**src/rtl/op2_stage_pkg.sv**
```systemverilog
// ============================================================================
// Module      : op2_pkg (package)
// Description : Shared constants and types for the operand2 pipeline stage:
//               shifter type codes, A32 data-processing field positions and
//               the registered payload bundle.
// Revision    : 1.0 - initial release
// ============================================================================
`default_nettype none

package op2_pkg;

    // Shifter type encodings
    localparam logic [1:0] SH_LSL = 2'b00;
    localparam logic [1:0] SH_LSR = 2'b01;
    localparam logic [1:0] SH_ASR = 2'b10;
    localparam logic [1:0] SH_ROR = 2'b11;

    // A32 data-processing instruction field positions (LSB of each field)
    localparam int BIT_I     = 25;  // immediate operand2 select
    localparam int BIT_S     = 20;  // set-flags
    localparam int OPC_LSB   = 21;  // opcode [24:21]
    localparam int RD_LSB    = 12;  // Rd [15:12]
    localparam int ROT_LSB   = 8;   // rotate [11:8]
    localparam int IMM8_LSB  = 0;   // imm8 [7:0]
    localparam int IMM5_LSB  = 7;   // shift amount [11:7]
    localparam int TYPE_LSB  = 5;   // shift type [6:5]
    localparam int BIT_REGSH = 4;   // 1 = shift amount taken from a register

    // Registered bundle handed to the shifter/ALU
    typedef struct packed {
        logic [31:0] sh_data;
        logic [4:0]  sh_amt;
        logic [1:0]  sh_type;
        logic        is_imm;
        logic        illegal;
        logic [3:0]  rd;
        logic [3:0]  opcode;
        logic        s;
    } op2_payload_t;

    localparam int PAYLOAD_W = $bits(op2_payload_t);

endpackage

`default_nettype wire

```
**src/rtl/op2_stage_if.sv**
```systemverilog
// ============================================================================
// Module      : op2_stage_if (interface)
// Description : Upstream valid/ready instruction bus plus downstream
//               valid/ready shifter/ALU payload bus of the operand2 stage.
//               master : upstream/downstream environment view
//               slave  : the op2_stage view
// Ports       : in_valid/in_ready/in_instr/in_rm_val (decode side),
//               out_valid/out_ready/sh_*/out_* (execute side)
// Revision    : 1.0 - initial release
// ============================================================================
`default_nettype none

interface op2_stage_if #(
    parameter int DW = 32
);
    logic          in_valid;
    logic          in_ready;
    logic [31:0]   in_instr;
    logic [DW-1:0] in_rm_val;
    logic          out_valid;
    logic          out_ready;
    logic [DW-1:0] sh_data;
    logic [4:0]    sh_amt;
    logic [1:0]    sh_type;
    logic          out_is_imm;
    logic          out_illegal;
    logic [3:0]    out_rd;
    logic [3:0]    out_opcode;
    logic          out_s;

    modport master (
        output in_valid, in_instr, in_rm_val, out_ready,
        input  in_ready, out_valid, sh_data, sh_amt, sh_type,
               out_is_imm, out_illegal, out_rd, out_opcode, out_s
    );

    modport slave (
        input  in_valid, in_instr, in_rm_val, out_ready,
        output in_ready, out_valid, sh_data, sh_amt, sh_type,
               out_is_imm, out_illegal, out_rd, out_opcode, out_s
    );
endinterface

`default_nettype wire

```
**src/rtl/op2_stage_decode.sv**
```systemverilog
// ============================================================================
// Module      : op2_decode
// Description : Purely combinational operand2 resolver. Maps an A32
//               data-processing instruction and its Rm value onto shifter
//               controls. Immediates become ROR so one shifter serves both.
// Ports       : instr_i   - instruction word
//               rm_val_i  - Rm register value
//               payload_o - decoded payload bundle
// Revision    : 1.0 - initial release
// ============================================================================
`default_nettype none

module op2_decode
    import op2_pkg::*;
(
    input  wire logic [31:0]  instr_i,
    input  wire logic [31:0]  rm_val_i,
    output op2_payload_t      payload_o
);

    // Condition field and Rn are consumed elsewhere in the pipeline
    logic w_unused;
    assign w_unused = ^{instr_i[31:26], instr_i[19:16]};

    always_comb begin
        payload_o         = '0;
        payload_o.rd      = instr_i[RD_LSB +: 4];
        payload_o.opcode  = instr_i[OPC_LSB +: 4];
        payload_o.s       = instr_i[BIT_S];
        if (instr_i[BIT_I]) begin
            // rotate field counts in steps of two bit positions
            payload_o.sh_data = {24'b0, instr_i[IMM8_LSB +: 8]};
            payload_o.sh_amt  = {instr_i[ROT_LSB +: 4], 1'b0};
            payload_o.sh_type = SH_ROR;
            payload_o.is_imm  = 1'b1;
        end else if (instr_i[BIT_REGSH]) begin
            // register-specified shift is not supported by this core
            payload_o.sh_data = rm_val_i;
            payload_o.sh_amt  = 5'd0;
            payload_o.sh_type = SH_LSL;
            payload_o.illegal = 1'b1;
        end else begin
            payload_o.sh_data = rm_val_i;
            payload_o.sh_amt  = instr_i[IMM5_LSB +: 5];
            payload_o.sh_type = instr_i[TYPE_LSB +: 2];
        end
    end

endmodule

`default_nettype wire

```
**src/rtl/op2_stage.sv**
```systemverilog
// ============================================================================
// Module      : op2_stage
// Description : Pipeline stage between decode/register-read and execute.
//               Decodes operand2 and registers the shifter controls together
//               with Rd/opcode/S behind a valid/ready handshake.
//               Build macro OP2_SKID_EN: adds a skid entry so that in_ready
//               is a pure register output (no out_ready -> in_ready path).
//               Without it the stage holds a single entry.
// Ports       : clk   - clock, rising edge
//               rst_n - asynchronous active-low reset
//               flush - synchronous flush, drops all held entries
//               bus   - op2_stage_if slave modport (handshakes + payload)
// Revision    : 1.0 - initial release
// ============================================================================
`default_nettype none

module op2_stage
    import op2_pkg::*;
#(
    parameter int DW = 32
)(
    input  wire logic  clk,
    input  wire logic  rst_n,
    input  wire logic  flush,
    op2_stage_if.slave bus
);

    logic [DW-1:0] w_rm_val;
    op2_payload_t  w_dec;
    logic          w_in_ready;
    logic          w_in_xfer;

    logic          main_valid_q, main_valid_d;
    op2_payload_t  main_q, main_d;

    assign w_rm_val = bus.in_rm_val;

    op2_decode u_decode (
        .instr_i   (bus.in_instr),
        .rm_val_i  (w_rm_val),
        .payload_o (w_dec)
    );

`ifdef OP2_SKID_EN
    logic          skid_valid_q, skid_valid_d;
    op2_payload_t  skid_q, skid_d;

    assign w_in_ready = !skid_valid_q;
`else
    assign w_in_ready = !main_valid_q || bus.out_ready;
`endif

    assign w_in_xfer = bus.in_valid && w_in_ready;

    always_comb begin
        main_valid_d = main_valid_q;
        main_d       = main_q;
`ifdef OP2_SKID_EN
        skid_valid_d = skid_valid_q;
        skid_d       = skid_q;
`endif
        if (flush) begin
            // payload contents are left in place; only the valids drop
            main_valid_d = 1'b0;
`ifdef OP2_SKID_EN
            skid_valid_d = 1'b0;
`endif
        end else begin
`ifdef OP2_SKID_EN
            if (skid_valid_q) begin
                // upstream is blocked; skid advances once main departs
                if (bus.out_ready) begin
                    main_d       = skid_q;
                    skid_valid_d = 1'b0;
                end
            end else if (main_valid_q && !bus.out_ready) begin
                if (w_in_xfer) begin
                    skid_d       = w_dec;
                    skid_valid_d = 1'b1;
                end
            end else begin
                // main is empty or departing: refill directly, no bubble
                main_valid_d = w_in_xfer;
                if (w_in_xfer) begin
                    main_d = w_dec;
                end
            end
`else
            if (w_in_xfer) begin
                main_valid_d = 1'b1;
                main_d       = w_dec;
            end else if (bus.out_ready) begin
                main_valid_d = 1'b0;
            end
`endif
        end
    end

    always_ff @(posedge clk or negedge rst_n) begin
        if (!rst_n) begin
            main_valid_q <= 1'b0;
            main_q       <= '0;
`ifdef OP2_SKID_EN
            skid_valid_q <= 1'b0;
            skid_q       <= '0;
`endif
        end else begin
            main_valid_q <= main_valid_d;
            main_q       <= main_d;
`ifdef OP2_SKID_EN
            skid_valid_q <= skid_valid_d;
            skid_q       <= skid_d;
`endif
        end
    end

    assign bus.in_ready    = w_in_ready;
    assign bus.out_valid   = main_valid_q;
    assign bus.sh_data     = main_q.sh_data;
    assign bus.sh_amt      = main_q.sh_amt;
    assign bus.sh_type     = main_q.sh_type;
    assign bus.out_is_imm  = main_q.is_imm;
    assign bus.out_illegal = main_q.illegal;
    assign bus.out_rd      = main_q.rd;
    assign bus.out_opcode  = main_q.opcode;
    assign bus.out_s       = main_q.s;

endmodule

`default_nettype wire

```
**src/flat_wrapper.sv**
```systemverilog
// flat-port wrapper written by rule: the top's interface ports become plain ports
module op2_stage_flat import op2_pkg::*;
#(
    parameter int DW = 32
)
  (clk, rst_n, flush, bus_in_valid, bus_in_instr, bus_in_rm_val, bus_out_ready, bus_in_ready, bus_out_valid, bus_sh_data, bus_sh_amt, bus_sh_type, bus_out_is_imm, bus_out_illegal, bus_out_rd, bus_out_opcode, bus_out_s);
  op2_stage_if #(.DW(DW)) bus_i ();
  input  wire logic clk;
  input  wire logic rst_n;
  input  wire logic flush;
  input wire logic [$bits(bus_i.in_valid)-1:0] bus_in_valid;
  input wire logic [$bits(bus_i.in_instr)-1:0] bus_in_instr;
  input wire logic [$bits(bus_i.in_rm_val)-1:0] bus_in_rm_val;
  input wire logic [$bits(bus_i.out_ready)-1:0] bus_out_ready;
  output wire logic [$bits(bus_i.in_ready)-1:0] bus_in_ready;
  output wire logic [$bits(bus_i.out_valid)-1:0] bus_out_valid;
  output wire logic [$bits(bus_i.sh_data)-1:0] bus_sh_data;
  output wire logic [$bits(bus_i.sh_amt)-1:0] bus_sh_amt;
  output wire logic [$bits(bus_i.sh_type)-1:0] bus_sh_type;
  output wire logic [$bits(bus_i.out_is_imm)-1:0] bus_out_is_imm;
  output wire logic [$bits(bus_i.out_illegal)-1:0] bus_out_illegal;
  output wire logic [$bits(bus_i.out_rd)-1:0] bus_out_rd;
  output wire logic [$bits(bus_i.out_opcode)-1:0] bus_out_opcode;
  output wire logic [$bits(bus_i.out_s)-1:0] bus_out_s;
  assign bus_i.in_valid = bus_in_valid;
  assign bus_i.in_instr = bus_in_instr;
  assign bus_i.in_rm_val = bus_in_rm_val;
  assign bus_i.out_ready = bus_out_ready;
  assign bus_in_ready = bus_i.in_ready;
  assign bus_out_valid = bus_i.out_valid;
  assign bus_sh_data = bus_i.sh_data;
  assign bus_sh_amt = bus_i.sh_amt;
  assign bus_sh_type = bus_i.sh_type;
  assign bus_out_is_imm = bus_i.out_is_imm;
  assign bus_out_illegal = bus_i.out_illegal;
  assign bus_out_rd = bus_i.out_rd;
  assign bus_out_opcode = bus_i.out_opcode;
  assign bus_out_s = bus_i.out_s;
  op2_stage #(.DW(DW)) u_core (.clk(clk), .rst_n(rst_n), .flush(flush), .bus(bus_i));
endmodule
```
**config.mk**
```make
export PLATFORM = sky130hd
export DESIGN_NAME = op2_stage_flat
export DESIGN_NICKNAME = d
export VERILOG_FILES = /design/src/rtl/op2_stage_pkg.sv /design/src/rtl/op2_stage_if.sv /design/src/rtl/op2_stage_decode.sv /design/src/rtl/op2_stage.sv /design/src/flat_wrapper.sv
export SDC_FILE = /design/constraint.sdc
export NUM_CORES = 1
export LEC_CHECK = 0
export CAP_MARGIN = 20
export CELL_PAD_IN_SITES_DETAIL_PLACEMENT = 1
export CELL_PAD_IN_SITES_GLOBAL_PLACEMENT = 2
export CORE_MARGIN = 1.5
export CORE_UTILIZATION = 26
export CTS_CLUSTER_DIAMETER = 40
export DETAILED_ROUTE_END_ITERATION = 8
export PLACE_DENSITY_LB_ADDON = 0.1
export SLEW_MARGIN = 20
export SYNTH_ARGS = -nofsm -noshare
export SYNTH_HDL_FRONTEND = slang
export SYNTH_SLANG_ARGS = --single-unit
```
**constraint.sdc**
```tcl
create_clock -name clk -period 3.75 [get_ports clk]
set_clock_uncertainty 0.05 [all_clocks]
set_input_delay 0.9375 -clock clk [delete_from_list [all_inputs] [get_ports clk]]
set_output_delay 0.9375 -clock clk [all_outputs]
set_load 0.005 [all_outputs]
```
## Word-level counts from Yosys, hierarchy flattened

Cells that the tools add are included.

- Mux-type cells: 8
- Bitwise operators: 1
- Reduce and logical (&&, ||, !) cells: 5

Operators by type and width:

| kind | number |
|---|---|
| $mux 39 | 1 |
| $mux 7 | 1 |
| $mux 1 | 6 |
| $reduce_bool 3->1 | 1 |
| $reduce_and 2->1 | 1 |
| $logic_and 1x1->1 | 1 |
| $logic_not 1->1 | 1 |
| $logic_or 1x1->1 | 1 |
| $not 1->1 | 1 |

- Input port bits: 69
- Logic and storage cells: 23
- Register bits after elaboration: 51
- Output and inout bits: 52

## Logic depth before layout (Yosys ltp)

Gate-level depths: netlist of run 1.

- Depth in word-level cells: 5
- Gate-level depth with buffers: 5
- Depth with buffers taken out: 3

## Cells and area by module

Synthesis of run 1 repeated with hierarchy kept, for this count alone.

- Cell total of the unflattened synthesis: 167
- Area total of the unflattened synthesis: 2,367.3 um^2

By module, submodules not included:

| module | seq. area each (um^2) | times used | area each (um^2) | cells each |
|---|---|---|---|---|
| op2_stage | 1,276.2 | 1 | 1,939.4 | 111 |
| op2_decode | 0.0 | 1 | 427.9 | 56 |

## Worst setup path before layout of run 1

Ideal clock, no wire load.

- Path kind: input to output
- From: input bus_out_ready
- To: output bus_in_ready
- Arrival time: 1.123 ns
- Data required time: 2.763 ns
- Path buffers: 0
- Stages on the path: 2
- Slack: 1.639 ns
- Path through: nor2b_4 > inv_1

- Word-level cells in the longest chain between the ends: 1

RTL lines:

| item | line | RTL |
|---|---|---|
| start, declared | flat_wrapper.sv:14 | `input wire logic [$bits(bus_i.out_ready)-1:0] bus_out_ready;` |
| $logic_or 1x1->1 | op2_stage.sv:50 | `assign w_in_ready = !main_valid_q \|\| bus.out_ready;` |
| end, declared | flat_wrapper.sv:15 | `output wire logic [$bits(bus_i.in_ready)-1:0] bus_in_ready;` |

No other way between the ends.

## Worst setup path in the final report of run 1

Ends and elaborated chain as after synthesis.

==> metrics.log, run 1 <==
[metrics] result of the run: completed
[metrics] setup slack after placement: 0.725 ns
[metrics] via count: 1649
[metrics] synthesized net count: 232
[metrics] crit path DAT: 2.03 ns
[metrics] average wire length per cell after detail routing: 14.6 um
[metrics] most frequent cell on the critical path: clkdlybuf4s50_1
[metrics] most frequent cells after synthesis: dfrtp_1, mux2_2, nor2b_1, inv_1, mux2i_1
[metrics] post_cts resized: 0
[metrics] Die Footprint: 0.00930 mm^2
[metrics] cell leakage power: 1.50 nW
[metrics] Syn Inst Count: 163
[metrics] maximum root-to-sink buffer count: 2
[metrics] number of buffers created by CTS: 5
[metrics] core region area: 0.00834 mm^2
[metrics] dominant delay contributor by cell family on the critical path: buffers and inverters
[metrics] initial DRC count: 34
[metrics] fin. max-slew vios: 0
[metrics] Pre-Repair DR Iteration Count: 2
[metrics] critical path peak fanout: 3
[metrics] placed cell count: 373
[metrics] post-synth top area share: 56.2%
[metrics] height of the chip: 96.5 um
[metrics] Total Neg Setup Slack: 0 ns
[metrics] Antenna Violating Nets Remaining: 0
[metrics] critical path startpoint category: input port
[metrics] min Tclk post-route: 3.02 ns
[metrics] final core utilization: 42.4%
[metrics] clock latency at the later pin of the worst-skew pair: 0.29 ns
[metrics] peak ir drop on the vdd network: 0.000141 V
[metrics] pin count of the biggest net entering global routing: 51
[metrics] # IOs: 121
[metrics] total global-route track usage: 12.5%
[metrics] residual DRC count: 0
[metrics] leading post-synthesis cells by cell area: dfrtp_1, mux2_2, nor2b_1, mux2i_1, buf_6
[metrics] final net count: 344
[metrics] cell area after technology mapping: 0.00227 mm^2
[metrics] hold crit path type: reg -> reg
[metrics] Detail Placement HPWL: 3810 um
[metrics] synthesized flop and latch total: 51
[metrics] residual overflow from global routing: 0
[metrics] Worst path max stage delay: 0.50 ns
[metrics] antenna cell count: 0
[metrics] post-synth cell types: 16
[metrics] first-pass GRT wire length: 8780 um
[metrics] cts hold-fix bufs: 0
[metrics] power density cells: 388 mW/mm^2
[metrics] CP Class: in -> out
[metrics] sequential area share after synthesis: 56.2%
[metrics] CP bufs+invs: 3
[metrics] Max Clock Freq: 331 MHz
[metrics] relative max-transition margin: 45.0%
[metrics] buffers inserted during post-CTS setup optimization: 0
[metrics] count of flip-flops with a built-in enable after synthesis: 0
[metrics] number of global-route vias before repair: 1782
[metrics] unrepaired setup endpoints after global routing: false
[metrics] Reg clk slew, reported paths: 0.09 ns
[metrics] PnR worst setup slack: 0.728 ns
[metrics] final RePlAce weighted congestion: 0.665
[metrics] root cell of the clock tree: clkbuf_8
[metrics] Req. time, crit path: 2.76 ns
[metrics] TritonCTS clock tree: built
[metrics] fill count: 888
[metrics] Slew @ Worst Pin: 0.825 ns
[metrics] Final Hold Fails: 0
[metrics] htree depth: 2
[metrics] number of antenna violations at the first check in global routing: 0
[metrics] Crit. End Element: output port
[metrics] slowest cell on the critical path: clkdlybuf4s50_1
[metrics] die width: 96.5 um
[metrics] clock sink count: 51
[metrics] FP Rows: 33
[metrics] final clock period utilization by the worst path: 80.6%
[metrics] share of synthesized flip-flops with an asynchronous set or reset: 100%
[metrics] crit path cell chain: clkdlybuf4s50_1, nor2b_4, inv_1, clkdlybuf4s50_1
[metrics] yosys warns: 0
[metrics] effective utilization at floorplan: 27.2%
[metrics] Routed Wire Length: 5540 um
[metrics] post-route insts no fill: 379
[metrics] synthesis-to-layout area growth: 55.6%
[metrics] drt via density: 4.35
[metrics] Max-Cap Viols: 0
[metrics] fraction of layout instances using a drive strength above 1: 23.0%
[metrics] final setup fails: 0
[metrics] most used flip-flop cell after synthesis: dfrtp_1
[metrics] cell taking the most area after synthesis: dfrtp_1
[metrics] input/output buffers: 110
[metrics] synthesized area per cell: 13.9 um^2
[metrics] worst hold slack after final layout: 0.460 ns
worst register-to-register path, delay by kind of cell (launching register included):
kind / cells / cell delay [ns]
multiplexers: 1 / 0.41
flip-flops: 1 / 0.38
AND/OR/NAND/NOR: 2 / 0.34
buffers and inverters: 1 / 0.30
sequential cells by signal (all words and copies together), names as in the netlist, 2 cells and up:
signal and cells:
u_core.bus.sh_data 32, u_core.bus.sh_amt 5, u_core.bus.out_opcode 4, u_core.bus.out_rd 4, u_core.bus.sh_type 2
where the power goes:
group	total, mW	switching (mW)	internal (mW)
Sequential	0.679	0.0429	0.636
Combinational	0.398	0.116	0.282
Clock	0.296	0.171	0.125
cells in the final DEF, fill, tap and decap left out, drive strengths merged:
cell             n
buf              5
and2b            6
mux2            51
inv              9
a21oi            2
nor3b            2
clkdlybuf4s50  109
clkbuf           6
nor2b           19
nand2            4
nand2b           1
nor2             2
dfrtp           51
mux2i            7
final timing paths:
| path | from | end | slack (ns) | cells after the start |
|---|---|---|---|---|
| setup reg to reg | u_core.bus.out_valid | u_core.bus.sh_data[29] | 2.16 | 4 |
| min in group asynchronous | rst_n | u_core.bus.sh_amt[3] | 0.68 | 1 |
| setup / recovery | bus_out_ready | bus_in_ready | 0.73 | 4 |
| hold reg to reg | u_core.bus.sh_data[3] | u_core.bus.sh_data[3] | 0.46 | 1 |
| hold / removal | u_core.bus.sh_data[3] | u_core.bus.sh_data[3] | 0.46 | 1 |
| max in group asynchronous | rst_n | u_core.bus.sh_data[4] | 2.32 | 2 |
kinds of logic (layout without fill, tap and decap cells):
group	Yosys count	in the layout	share of synthesized area (%)
flops	51	51	56.2
compound gates	2	2	0.441
simple gates	34	34	9.97
buf+inv	18	129	5.01
mux	58	58	28.4
final cells by class:
| type | count | area, um^2 | share of cell area [%] |
|---|---|---|---|
| Multi-Input combinational cell | 94 | 881 | 24.9 |
| Sequential cell | 51 | 1280 | 36.1 |
| Tap cell | 105 | 131 | 3.72 |
| Clock buffer | 6 | 72.6 | 2.05 |
| Timing Repair Buffer | 114 | 1140 | 32.2 |
| Inverter | 9 | 33.8 | 0.956 |
metal layers:
metal  vias up  part of all wire (%)  GRT usage [%]
met1       819                    45           16.2
met4         0                  0.85           3.62
met3         4                   9.4           5.01
li1        759                     -              -
met2        67                    44           19.2
met5         -                     0              0
stage by stage:
stage	total power, mW	area (um^2)
finish	1.37	3530
floorplan	0.822	2270
global route	1.46	3530
CTS	1.40	3530
detailed placement	1.10	3460
global placement	1.09	3460
No activity file was read; power rests on OpenSTA's default activity.
==> run 2, diff against run 1 <==
--- a/config.mk
+++ b/config.mk
@@ -9,7 +9,7 @@
 export CELL_PAD_IN_SITES_DETAIL_PLACEMENT = 1
 export CELL_PAD_IN_SITES_GLOBAL_PLACEMENT = 2
 export CORE_MARGIN = 1.5
-export CORE_UTILIZATION = 26
+export CORE_UTILIZATION = 22
 export CTS_CLUSTER_DIAMETER = 40
 export DETAILED_ROUTE_END_ITERATION = 8
 export PLACE_DENSITY_LB_ADDON = 0.1
==> constraint.sdc (replaced) <==
create_clock -name clk -period 2.6 [get_ports clk]
set_clock_uncertainty 0.05 [all_clocks]
set_input_delay 0.65 -clock clk [delete_from_list [all_inputs] [get_ports clk]]
set_output_delay 0.65 -clock clk [all_outputs]
set_load 0.005 [all_outputs]
==> run 2 against run 1 <==
Die area rose by 18%. Power up 45%. Hold slack worse by 0.14 ns. Highest routed layer unchanged. Critical path depth stayed put. First-iteration DRC count fell by 21%.
==> metrics.log, run 2 (synthesis results as in run 1) <==
[metrics] crit path DAT: 1.76 ns (-0.27 ns)
[metrics] first-pass GRT wire length: 9850 um (+12%)
[metrics] synthesis-to-layout area growth: 57.9%
[metrics] CP Class: in -> out
[metrics] average wire length per cell after detail routing: 14.7 um (+0.59%)
[metrics] effective utilization at floorplan: 22.9% (-4.3 points)
[metrics] final setup fails: 0 (unchanged)
[metrics] Slew @ Worst Pin: 0.643 ns (-0.182 ns)
[metrics] final RePlAce weighted congestion: 0.661 (-0.50%)
[metrics] root cell of the clock tree: clkbuf_8
[metrics] Routed Wire Length: 5970 um (+7.8%)
[metrics] # IOs: 121 (unchanged)
[metrics] Crit. End Element: output port
[metrics] FP Rows: 36 (+9.1%)
[metrics] peak ir drop on the vdd network: 0.000236 V (+68%)
[metrics] cell leakage power: 1.50 nW (+0.29%)
[metrics] critical path startpoint category: input port
[metrics] final core utilization: 36.2% (-6.2 points)
[metrics] Antenna Violating Nets Remaining: 0 (unchanged)
[metrics] final net count: 343 (-0.29%)
[metrics] clock latency at the later pin of the worst-skew pair: 0.29 ns (about the same)
[metrics] post-route insts no fill: 406 (+7.1%)
[metrics] Max-Cap Viols: 0 (unchanged)
[metrics] clock sink count: 51 (unchanged)
[metrics] worst hold slack after final layout: 0.321 ns (-0.139 ns)
[metrics] power density cells: 555 mW/mm^2 (+43%)
[metrics] Final Hold Fails: 0 (unchanged)
[metrics] hold crit path type: in -> async
[metrics] Die Footprint: 0.0109 mm^2 (+18%)
[metrics] htree depth: 2 (unchanged)
[metrics] maximum root-to-sink buffer count: 2 (unchanged)
[metrics] number of antenna violations at the first check in global routing: 0 (unchanged)
[metrics] total global-route track usage: 11.5% (-1.0 points)
[metrics] Total Neg Setup Slack: 0 ns (unchanged)
[metrics] critical path peak fanout: 3 (unchanged)
[metrics] leading cell type in the layout, fill and taps excluded: clkdlybuf4s50_1
[metrics] buffers inserted during post-CTS setup optimization: 0 (unchanged)
[metrics] initial DRC count: 27 (-21%)
[metrics] Req. time, crit path: 1.90 ns (-0.86 ns)
[metrics] fin. max-slew vios: 0 (unchanged)
[metrics] result of the run: completed
[metrics] TritonCTS clock tree: built
[metrics] height of the chip: 105 um (+8.4%)
[metrics] cts hold-fix bufs: 0 (unchanged)
[metrics] drt via density: 4.06 (-6.7%)
[metrics] depth of the worst register-to-register path: 4 (unchanged)
[metrics] core region area: 0.00991 mm^2 (+19%)
[metrics] most frequent cells in the layout: clkdlybuf4s50_1, mux2_2, dfrtp_1
[metrics] number of flip-flops under the largest register name: 32 (unchanged)
[metrics] number of global-route vias before repair: 1817 (+2.0%)
[metrics] Reg clk slew, reported paths: 0.09 ns (about the same)
[metrics] residual DRC count: 0 (unchanged)
[metrics] Pre-Repair DR Iteration Count: 2 (unchanged)
[metrics] final clock period utilization by the worst path: 94.8%
[metrics] input/output buffers: 110 (unchanged)
[metrics] Detail Placement HPWL: 4220 um (+11%)
[metrics] number of buffers created by CTS: 5 (unchanged)
[metrics] relative max-transition margin: 57.1% (+12 points)
[metrics] placed cell count: 400 (+7.2%)
[metrics] pin count of the biggest net entering global routing: 51 (unchanged)
[metrics] fill count: 1082 (+22%)
[metrics] fraction of layout instances using a drive strength above 1: 22.7% (-0.28 points)
[metrics] residual overflow from global routing: 0 (unchanged)
[metrics] unrepaired setup endpoints after global routing: false
[metrics] post_cts resized: 0 (unchanged)
[metrics] die width: 105 um (+8.4%)
[metrics] Max Clock Freq: 406 MHz
[metrics] via count: 1649 (unchanged)
[metrics] antenna cell count: 0 (unchanged)
[metrics] min Tclk post-route: 2.46 ns
-- run 2: cell count changes in the layout (fill, tap and decap cells not counted), sizes merged --
cell  previous run  this run
buf              5         4
-- run 2: final timing paths --
path / slack (ns) / start / end
worst min-delay path: 0.32 / rst_n / u_core.bus.sh_type[1]
max in group asynchronous: 1.60 / rst_n / u_core.bus.out_rd[0]
min in group clk: 0.46 / u_core.bus.out_is_imm / u_core.bus.out_is_imm
worst max-delay path: 0.14 / bus_out_ready / bus_in_ready
worst min register to register: 0.46 / u_core.bus.out_is_imm / u_core.bus.out_is_imm
worst max register to register: 1.00 / u_core.bus.out_valid / u_core.bus.sh_data[14]
-- run 2: layer usage --
metal  GRT usage (%)  up-vias  share of wire, %
met5               0        -                 0
met4            3.23        0              0.77
met3            4.05        5               7.2
met2            19.1       61                47
met1            14.0      819                45
li1                -      764                 -
-- run 2: per-stage QoR --
| stage | cell area, um^2 | setup slack [ns] | power (mW) |
|---|---|---|---|
| global route | 3590 | 0.0812 | 2.12 |
| CTS | 3590 | 0.137 | 2.04 |
| global placement | 3510 | 0.150 | 1.59 |
| finish | 3590 | 0.136 | 1.99 |
| floorplan | 2270 | 0.828 | 1.19 |
| detailed placement | 3510 | 0.143 | 1.59 |
-- run 2: worst max-delay path: stages --
cell             delay [ns]
clkdlybuf4s50_1        0.52
nor2b_4                0.06
inv_1                  0.05
clkdlybuf4s50_1        0.48
-- run 2: cell type report --
cell class / count / area [um^2] / share of cell area, %
Tap cell: 133 / 166 / 4.64
Inverter: 9 / 33.8 / 0.942
Sequential cell: 51 / 1280 / 35.6
Clock buffer: 6 / 72.6 / 2.02
Multi-Input combinational cell: 94 / 881 / 24.6
Timing Repair Buffer: 113 / 1160 / 32.2
-- run 2: report_power, final --
| part | internal [mW] | switching [mW] | total, mW |
|---|---|---|---|
| registers | 0.917 | 0.0602 | 0.977 |
| logic | 0.410 | 0.175 | 0.585 |
| clock network | 0.180 | 0.247 | 0.427 |
==> run 3, diff against run 2 <==
==> constraint.sdc (replaced) <==
create_clock -name clk -period 2.6 [get_ports clk]
set_clock_uncertainty 0.05 [all_clocks]
set_input_delay 0.65 -clock clk [delete_from_list [all_inputs] [get_ports clk]]
set_output_delay 0.65 -clock clk [all_outputs]
set_load 0.1 [all_outputs]
==> run 3 against run 2 <==
Hold slack got worse by 0.018 ns. Sequential cell count did not move. Setup slack improved by 0.24 ns. Power is 49% higher. Sequential power rose by 0.4%. Utilization down 0.83 points. Maximum frequency rose by 11%. Clock power increased by 19%. Via count shrank 0.85%. Critical endpoint unchanged. Register-to-register slack about the same.
==> metrics.log, run 3 (synthesis results as in run 1) <==
[metrics] result of the run: completed
[metrics] FP Rows: 36 (unchanged)
[metrics] Detail Placement HPWL: 4170 um (-1.1%)
[metrics] flop2flop setup slack: 0.99 ns (about the same)
[metrics] Reg clk slew, reported paths: 0.09 ns (about the same)
[metrics] final RePlAce weighted congestion: 0.670 (+1.3%)
[metrics] met1 Resource Use GR: 14.0% (-0.027 points)
[metrics] CP Class: in -> out
[metrics] root cell of the clock tree: clkbuf_8
[metrics] Routed Wire Length: 5980 um (+0.10%)
[metrics] Die Footprint: 0.0109 mm^2 (unchanged)
[metrics] number of flip-flops under the largest register name: 32 (unchanged)
[metrics] Slew @ Worst Pin: 0.629 ns (-0.0140 ns)
[metrics] first element of the critical path: bus_out_ready
[metrics] total global-route track usage: 11.3% (-0.23 points)
[metrics] cell leakage power: 1.59 nW (+5.9%)
[metrics] pin count of the biggest net entering global routing: 49 (-3.9%)
[metrics] synthesis-to-layout area growth: 54.3%
[metrics] core region area: 0.00991 mm^2 (unchanged)
[metrics] antenna cell count: 0 (unchanged)
[metrics] global routing usage on met2: 19.5% (+0.33 points)
[metrics] die width: 105 um (unchanged)
[metrics] residual overflow from global routing: 0 (unchanged)
[metrics] Max Clock Freq: 450 MHz (+11%)
[metrics] min Tclk post-route: 2.22 ns (-0.243 ns)
[metrics] height of the chip: 105 um (unchanged)
[metrics] Total Neg Setup Slack: 0 ns (unchanged)
[metrics] launch instance of the worst register-to-register path: u_core.bus.out_valid
[metrics] crit path cell chain: clkdlybuf4s50_1, nor2b_4, inv_1, buf_12
[metrics] unrepaired setup endpoints after global routing: false
[metrics] input/output buffers: 110 (unchanged)
[metrics] effective utilization at floorplan: 22.9% (unchanged)
[metrics] hold crit path type: in -> async
[metrics] Pre-Repair DR Iteration Count: 2 (unchanged)
[metrics] residual DRC count: 0 (unchanged)
[metrics] via count: 1635 (-0.85%)
[metrics] post-route insts no fill: 409 (+0.74%)
[metrics] PnR worst setup slack: 0.380 ns (+0.243 ns)
[metrics] Worst path max stage delay: 0.45 ns (-0.07 ns)
[metrics] final setup fails: 0 (unchanged)
[metrics] number of antenna violations at the first check in global routing: 0 (unchanged)
[metrics] number of global-route vias before repair: 1821 (+0.22%)
[metrics] slowest cell on the critical path: clkdlybuf4s50_1
[metrics] drt via density: 4.00 (-1.6%)
[metrics] initial DRC count: 37 (+37%)
[metrics] power density cells: 847 mW/mm^2 (+53%)
[metrics] CP bufs+invs: 3 (unchanged)
[metrics] clock sink count: 51 (unchanged)
[metrics] TritonCTS clock tree: built
[metrics] Critical path destination: bus_in_ready
[metrics] endpoint of the lowest-slack register-to-register path: u_core.bus.sh_data[28]
[metrics] final clock period utilization by the worst path: 85.4% (-9.4 points)
[metrics] depth of the worst register-to-register path: 4 (unchanged)
[metrics] relative max-transition margin: 58.0% (+0.93 points)
[metrics] cts hold-fix bufs: 0 (unchanged)
[metrics] fill count: 1100 (+1.7%)
[metrics] Final Hold Fails: 0 (unchanged)
[metrics] Req. time, crit path: 1.90 ns (about the same)
[metrics] critical path peak fanout: 3 (unchanged)
[metrics] fin. max-slew vios: 0 (unchanged)
[metrics] placed cell count: 401 (+0.25%)
[metrics] fraction of layout instances using a drive strength above 1: 42.4% (+20 points)
[metrics] buffers inserted during post-CTS setup optimization: 0 (unchanged)
[metrics] leading cell type in the layout, fill and taps excluded: clkdlybuf4s50_1
[metrics] htree depth: 2 (unchanged)
[metrics] number of buffers created by CTS: 5 (unchanged)
[metrics] peak ir drop on the vdd network: 0.000265 V (+12%)
[metrics] post_cts resized: 0 (unchanged)
[metrics] clock latency at the later pin of the worst-skew pair: 0.29 ns (about the same)
[metrics] dominant delay contributor by cell family on the critical path: buffers and inverters
[metrics] Antenna Violating Nets Remaining: 0 (unchanged)
[metrics] Max-Cap Viols: 0 (unchanged)
[metrics] critical path startpoint category: input port
[metrics] met3 demand-to-capacity share in global routing: 3.12% (-0.94 points)
[metrics] most frequent cells in the layout: clkdlybuf4s50_1, buf_4, mux2_2, dfrtp_1, nor2b_1
[metrics] average wire length per cell after detail routing: 14.6 um (-0.63%)
[metrics] stages on the worst setup path: 4 (unchanged)
[metrics] peak-usage layer in the global routing report: met2
[metrics] maximum root-to-sink buffer count: 2 (unchanged)
[metrics] setup slack after placement: 0.289 ns (+0.147 ns)
[metrics] Crit. End Element: output port
[metrics] first-pass GRT wire length: 9700 um (-1.5%)
[metrics] # IOs: 121 (unchanged)
[metrics] final net count: 344 (+0.29%)
[metrics] crit path DAT: 1.52 ns (-0.24 ns)
-- run 3: changes by cell type in the layout (fill, tap and decap cells not counted) --
| cell | delta |
|---|---|
| buf_12 | +1 |
| buf_4 | +52 |
| clkbuf_8 | +2 |
| clkdlybuf4s50_1 | -52 |
-- run 3: power breakdown --
part	leakage [nW]	internal [mW]	switching, mW
clock network	0.0515	0.244	0.266
registers	0.631	0.917	0.0638
logic	0.908	0.366	1.11
-- run 3: worst min path at each step --
stage / to / slack [ns] / cells past startpoint
after floorplan: u_core.bus.out_illegal / 0.30 / 0
after global placement: u_core.bus.sh_data[14] / 0.44 / 1
after detailed placement: u_core.bus.sh_data[18] / 0.45 / 1
after CTS: u_core.bus.sh_type[1] / 0.32 / 1
after global routing: u_core.bus.sh_type[1] / 0.34 / 1
final: u_core.bus.sh_type[1] / 0.30 / 1
-- run 3: final cells by class --
cell class                 instances  area, um^2  share of cell area, %
sequential                        51        1280                   36.4
timing repair buffer             114        1050                   29.9
multi-input combinational         94         881                   25.1
tap                              133         166                   4.75
clock buffer                       8         100                   2.86
inverter                           9        33.8                  0.964
-- run 3: routing by layer --
metal  up-vias  wire [um]
met1       806       2750
met5         -          0
met4         0         29
li1        768          -
met3         2        330
met2        59       2860
-- run 3: metrics by stage --
| stage | hold slack, ns | area (um^2) | utilization (%) | total power [mW] |
|---|---|---|---|---|
| finish | 0.302 | 3500 | 35.4 | 2.97 |
| global route | 0.344 | 3500 | 35.4 | 3.09 |
| CTS | 0.323 | 3500 | 35.4 | 3.02 |
| detailed placement | 0.448 | 3400 | 34.3 | 2.49 |
| global placement | 0.442 | 3400 | 34.3 | 2.48 |
| floorplan | 0.304 | 2270 | - | 2.10 |
-- run 3: worst register-to-register path: stages, from the launching register on --
cell	delay, ns
dfrtp_1	0.39
nor2b_4	0.14
nor3b_4	0.21
buf_12	0.30
mux2_2	0.41
